File: config.mk
export PLATFORM = sky130hd
export DESIGN_NAME = mem_ctrl_bridge
export DESIGN_NICKNAME = d
export VERILOG_FILES = /design/src/rtl/mem_ctrl_bridge.sv
export SDC_FILE = /design/constraint.sdc
export NUM_CORES = 1
export LEC_CHECK = 0
export CAP_MARGIN = 20
export CORE_AREA = 2 2 130 132
export CTS_CLUSTER_DIAMETER = 30
export DETAILED_ROUTE_END_ITERATION = 7
export DIE_AREA = 0 0 132 134
export PLACE_DENSITY = 0.71
export SLEW_MARGIN = 0
export SYNTH_ARGS = -nofsm -noshare
export SYNTH_HDL_FRONTEND = slang
export SYNTH_SLANG_ARGS = --single-unit
File: constraint.sdc
create_clock -name clk -period 4.9 [get_ports clk]
set_input_delay 0.49 -clock clk [delete_from_list [all_inputs] [get_ports clk]]
set_output_delay 0.49 -clock clk [all_outputs]
set_load 0.1 [all_outputs]
File: src/rtl/mem_ctrl_bridge.sv
// Processor-to-memory bridge: local synchronous RAM plus N_PERIPH peripheral slots.
// Define MEM_CTRL_BRIDGE_TIMEOUT_EN to bound the peripheral wait by TIMEOUT cycles.
module mem_ctrl_bridge #(
  parameter int ADDR_W   = 14,
  parameter int DATA_W   = 32,
  parameter int LOCAL_AW = 12,
  parameter int N_PERIPH = 4,
  parameter int TIMEOUT  = 15
) (
  input  logic                       clk,
  input  logic                       rst,
  input  logic                       cpu_req,
  input  logic                       cpu_we,
  input  logic [ADDR_W-1:0]          cpu_addr,
  input  logic [DATA_W-1:0]          cpu_wdata,
  output logic                       cpu_ready,
  output logic                       cpu_err,
  output logic [DATA_W-1:0]          cpu_rdata,
  output logic                       local_mem_we,
  output logic [LOCAL_AW-1:0]        local_mem_addr,
  output logic [DATA_W-1:0]          local_mem_in,
  input  logic [DATA_W-1:0]          local_mem_out,
  output logic [N_PERIPH-1:0]        p_sel,
  output logic                       p_we,
  output logic [3:0]                 p_addr,
  output logic [DATA_W-1:0]          p_wdata,
  input  logic [N_PERIPH*DATA_W-1:0] p_rdata,
  input  logic [N_PERIPH-1:0]        p_ready
);

  typedef enum logic [1:0] {
    IDLE, LOCAL, PERIPH, RESP
  } state_t;

  localparam int SW = (N_PERIPH > 1) ? $clog2(N_PERIPH) : 1;
  localparam logic [ADDR_W-1:0] LOCAL_SZ = ADDR_W'(1) << LOCAL_AW;
  localparam logic [ADDR_W-1:0] P_SPAN = ADDR_W'(16 * N_PERIPH);

  state_t state, state_nxt;

  logic              req_we;
  logic [3:0]        req_reg;
  logic [DATA_W-1:0] req_wdata;
  logic [SW-1:0]     req_slot;
  logic [DATA_W-1:0] cap_rdata;
  logic              cap_err;

  logic              accept;
  logic              local_hit;
  logic              periph_hit;
  logic [ADDR_W-1:0] off;
  logic [SW-1:0]     slot;
  logic              sel_ready;
  logic [DATA_W-1:0] sel_rdata;
  logic              expired;

  // rst gates accept so nothing is strobed while reset is held
  assign accept     = (state == IDLE) && cpu_req && rst;
  assign local_hit  = (cpu_addr >> LOCAL_AW) == '0;
  assign off        = cpu_addr - LOCAL_SZ;
  assign periph_hit = !local_hit && (off < P_SPAN);
  assign slot       = SW'(off >> 4);
  assign sel_ready  = p_ready[req_slot];
  assign sel_rdata  = p_rdata[int'(req_slot)*DATA_W +: DATA_W];

`ifdef MEM_CTRL_BRIDGE_TIMEOUT_EN
  localparam int CW = $clog2(TIMEOUT + 1);
  logic [CW-1:0] tmo_cnt;

  assign expired = (state == PERIPH) && (tmo_cnt == CW'(TIMEOUT - 1));

  // Wait counter: restarts with each access, advances while the slot stalls
  always_ff @(posedge clk or negedge rst) begin
    if (!rst) begin
      tmo_cnt <= '0;
    end else if (accept) begin
      tmo_cnt <= '0;
    end else if (state == PERIPH && !sel_ready && !expired) begin
      tmo_cnt <= tmo_cnt + 1'b1;
    end
  end
`else
  assign expired = 1'b0;
`endif

  // State register
  always_ff @(posedge clk or negedge rst) begin
    if (!rst) state <= IDLE;
    else      state <= state_nxt;
  end

  // Latch the accepted request and capture the response payload
  always_ff @(posedge clk or negedge rst) begin
    if (!rst) begin
      req_we    <= 1'b0;
      req_reg   <= '0;
      req_wdata <= '0;
      req_slot  <= '0;
      cap_rdata <= '0;
      cap_err   <= 1'b0;
    end else if (accept) begin
      req_we    <= cpu_we;
      req_reg   <= cpu_addr[3:0];
      req_wdata <= cpu_wdata;
      req_slot  <= slot;
      cap_rdata <= '0;
      cap_err   <= !local_hit && !periph_hit;
    end else if (state == PERIPH && sel_ready) begin
      cap_rdata <= req_we ? '0 : sel_rdata;
      cap_err   <= 1'b0;
    end else if (expired) begin
      cap_rdata <= '0;
      cap_err   <= 1'b1;
    end
  end

  // Next-state: route by address region, finish on slot ready or expiry
  always_comb begin
    state_nxt = state;
    unique case (state)
      IDLE: begin
        if (accept) begin
          if (local_hit)       state_nxt = LOCAL;
          else if (periph_hit) state_nxt = PERIPH;
          else                 state_nxt = RESP;
        end
      end
      LOCAL:  state_nxt = IDLE;
      PERIPH: if (sel_ready || expired) state_nxt = RESP;
      RESP:   state_nxt = IDLE;
    endcase
  end

  // Outputs: local strobe in the accept cycle, slot bus in PERIPH, reply in LOCAL/RESP
  always_comb begin
    cpu_ready      = 1'b0;
    cpu_err        = 1'b0;
    cpu_rdata      = '0;
    local_mem_we   = 1'b0;
    local_mem_addr = '0;
    local_mem_in   = '0;
    p_sel          = '0;
    p_we           = 1'b0;
    p_addr         = '0;
    p_wdata        = '0;
    unique case (state)
      IDLE: begin
        if (accept && local_hit) begin
          local_mem_we   = cpu_we;
          local_mem_addr = cpu_addr[LOCAL_AW-1:0];
          local_mem_in   = cpu_we ? cpu_wdata : '0;
        end
      end
      LOCAL: begin
        cpu_ready = 1'b1;
        cpu_rdata = req_we ? '0 : local_mem_out;
      end
      PERIPH: begin
        p_sel   = N_PERIPH'(1) << req_slot;
        p_we    = req_we;
        p_addr  = req_reg;
        p_wdata = req_wdata;
      end
      RESP: begin
        cpu_ready = 1'b1;
        cpu_err   = cap_err;
        cpu_rdata = cap_rdata;
      end
    endcase
  end

endmodule

==> metrics.txt <==
run status=complete, no violations; number of antenna diodes=0; number of H-tree levels=3; list of most frequent post-synthesis cells=sky130_fd_sc_hd__nand2_1, sky130_fd_sc_hd__dfrtp_1, sky130_fd_sc_hd__and2_1; mux contribution to synthesized area=0.150; worst-case headroom to the max-slew limit=0.317; family with the most delay on the worst path=buffers and inverters; cell with the most instances after synthesis=sky130_fd_sc_hd__nand2_1; Synth Area in Compound Gates=0.170; start point of the critical path=req_slot[1]; number of input and output port buffers inserted=approximately 330; cell breakdown of the critical path=nand3b_1 > nor2_1 > clkdlybuf4s50_1; reg-to-reg slack, setup=2180 ps; fraction of layout cells with a size suffix above 1=0.171; area grow syn2layout=74.4%; pre-CTS setup slack=around 1700 ps; Worst-Margin Slew=1020 ps; DRT Wirelength=roughly 18000 microns; crit path capture type=output pin; total of cells resized after clock tree synthesis=0; clock network latency to the later pin of the worst-skew pair=between 300 and 400 ps; worst endpoint required time=~4400 ps; number of routed nets with antenna violations=0; RSZ-0062 raised after global routing=false; Slew Viols, Final=0; max-cap check violation count=0; Tightest Hold Check Type=input port to async pin; number of nets in the layout=1028; Synth Instances=~500; standard-cell rows=47; final count of negative-setup-slack endpoints=0; worst hold slack after final layout=between 100 and 150 ps; die width=approximately 130 microns; cell at the root of the clock tree=sky130_fd_sc_hd__clkbuf_16; post-layout total power=4.85 mW; number of buffers created by CTS=9; average cell area after synthesis=between 9 and 10 sq um; biggest area consumer among synthesized cells=sky130_fd_sc_hd__dfrtp_1; share of synthesized area occupied by flip-flops and latches=0.374; buffers inserted during post-CTS setup optimization=0; Slowest Stage Delay on Critical Path=about 1200 ps; initial standard-cell utilization of the core=0.304; area of the mapped netlist=a little under 5000 sq um; Yosys Warn Count=0; path depth of the worst reg2reg path=5; number of iterations in the first detailed-routing pass=4; RD Place Congestion=between 0.7 and 0.8; drt first-iter violations=181; initial antenna violation count=0; launching element type of the critical path=flip-flop; die area=around 18000 sq um; final worst path period share=0.712; dominant cells by area after synthesis=sky130_fd_sc_hd__dfrtp_1, sky130_fd_sc_hd__mux4_2, sky130_fd_sc_hd__o32ai_2, sky130_fd_sc_hd__and2_1, sky130_fd_sc_hd__nand2_1; P_leak=roughly 3.8 nW; vias after detailed routing=between 4000 and 5000; clock slew at the register clock pins of the worst setup and hold paths=roughly 60 ps; sum of negative setup slack=0 ps; combinational family with the most area after synthesis=simple AND/OR/NAND/NOR gates; worst-case setup margin in the final layout=approximately 1400 ps; Worst path slowest cell=sky130_fd_sc_hd__clkdlybuf4s50_1; maximum vdd ir drop=329 uV; GRT Total Usage=0.203; Floorplan Core Area=around 16000 sq um; worst clock skew on the final layout=between 8 and 9 ps; chip height=134 microns; minimum period implied by the final worst setup slack=3490 ps; Primary FF master, synth=sky130_fd_sc_hd__dfrtp_1; final hold violation count=0; residual DRC count=0; Synth async-reset ratio=1.00; Reg2Reg Launch Point=req_slot[0]; total power divided by cell area=about 560 nW/um^2; total half-perimeter wirelength after legalization and detailed placement=between 10000 and 15000 microns; Avg WL per Cell=around 17 microns; maximum number of buffers from clock root to sink=2; pin count of the biggest net entering global routing=between 40 and 50; Worst Path Class, Setup=flip-flop to output pin; synthesized netlist net count=between 700 and 800; Cell variety after synth=29; Adder-Cell Fraction of Synth Area=0; Synth top area share=0.374; total number of clock tree sinks=74; first-pass GRT wire length=between 20000 and 30000 microns; r2r endpoint=cap_rdata[13]; global route overflow=0; number of global-route vias before repair=slightly below 5000; layout filler cell count=1540; Seq cells post-synth=74; fraction of the mapped netlist area in simple logic gates=0.212; critical-path maximum fanout=35; post-detailed-route via-to-cell ratio=4.67; buffers plus inverters on the worst setup path=1; clock tree from TritonCTS=done; top-level port count=roughly 330; crit path DAT=about 3000 ps; number of enable flip-flop cells after synthesis=0; maximum achievable frequency=around 290 MHz; termination of the worst setup path=p_sel[2]; parity-gate share of the synthesized area counting xor and xnor cells=0; count of cell instances traversed by the critical path=3; number of buffers inserted for hold repair after clock tree synthesis=0
-- stage by stage --
step	std cells	util	instance area, sq um
floorplan	504	-	4950
global placement	1023	0.511	8320
detailed placement	1023	0.511	8320
CTS	1039	0.529	8620
global route	1039	0.529	8620
finish	1039	0.529	8620
-- kinds of logic (layout without fill, tap and decap cells) --
logic type | Yosys count | in the layout
compound gates | 71 | 71
buf+inv | 109 | 424
flops | 74 | 74
mux | 34 | 34
simple gates | 216 | 216
-- layout by cell type (no fill, tap or decap) --
| master | count |
|---|---|
| sky130_fd_sc_hd__nand2_1 | 116 |
| sky130_fd_sc_hd__and3_1 | 8 |
| sky130_fd_sc_hd__nor2_1 | 13 |
| sky130_fd_sc_hd__or3b_4 | 1 |
| sky130_fd_sc_hd__a22o_1 | 32 |
| sky130_fd_sc_hd__clkbuf_8 | 2 |
| sky130_fd_sc_hd__nand2b_2 | 1 |
| sky130_fd_sc_hd__clkbuf_1 | 1 |
| sky130_fd_sc_hd__o32ai_2 | 29 |
| sky130_fd_sc_hd__clkinv_2 | 1 |
| sky130_fd_sc_hd__clkdlybuf4s50_1 | 287 |
| sky130_fd_sc_hd__inv_1 | 67 |
| sky130_fd_sc_hd__o22a_4 | 1 |
| sky130_fd_sc_hd__mux4_2 | 32 |
| sky130_fd_sc_hd__mux2i_1 | 2 |
| sky130_fd_sc_hd__dfrtp_2 | 2 |
| sky130_fd_sc_hd__clkinv_4 | 1 |
| sky130_fd_sc_hd__nand3b_1 | 1 |
| sky130_fd_sc_hd__and4b_1 | 1 |
| sky130_fd_sc_hd__nor3b_2 | 1 |
| sky130_fd_sc_hd__clkinvlp_4 | 1 |
| sky130_fd_sc_hd__and2_1 | 70 |
| sky130_fd_sc_hd__clkbuf_16 | 9 |
| sky130_fd_sc_hd__o211ai_1 | 1 |
| sky130_fd_sc_hd__buf_4 | 54 |
| sky130_fd_sc_hd__nor4_1 | 1 |
| sky130_fd_sc_hd__a21oi_1 | 1 |
| sky130_fd_sc_hd__o32ai_1 | 4 |
| sky130_fd_sc_hd__and4bb_2 | 1 |
| sky130_fd_sc_hd__bufinv_16 | 1 |
| sky130_fd_sc_hd__dfrtp_1 | 72 |
| sky130_fd_sc_hd__nor2_2 | 1 |
| sky130_fd_sc_hd__nand4bb_2 | 1 |
| sky130_fd_sc_hd__o21ai_0 | 2 |
| sky130_fd_sc_hd__o221ai_4 | 1 |
-- final cells by class --
class                      instances  area, sq um  share of cell area
clock buffer                      12          256              0.0297
tap                              220          275              0.0319
timing repair buffer             341         3280               0.380
clock inverter                     4         51.3             0.00595
sequential                        74         1850               0.215
inverter                          67          251              0.0292
multi-input combinational        321         2660               0.308
-- per-layer routing --
metal | up-vias | GRT usage | share of wire
met5 | - | 0 | 0
met4 | 0 | 0.0429 | 0.0092
met3 | 12 | 0.0763 | 0.090
met2 | 219 | 0.346 | 0.50
met1 | 2289 | 0.245 | 0.41
li1 | 2332 | - | -
-- power breakdown --
group          internal [mW]  switching (mW)  leakage [nW]
logic                   1.02            2.08          2.69
registers              0.846           0.224         0.947
clock network          0.422           0.258         0.149
-- worst min-delay path by stage --
stage | start | endpoint | cells after the start | slack [ps]
2_1_floorplan | rst | cap_err | 0 | 190
3_3_place_gp | req_wdata[28] | req_wdata[28] | 2 | 450
3_5_place_dp | req_wdata[17] | req_wdata[17] | 2 | 450
4_1_cts | rst | cap_rdata[6] | 1 | 140
5_1_grt | rst | state[1] | 1 | 140
6_report | rst | state[0] | 1 | 130
No activity file was read; power rests on OpenSTA's default activity.
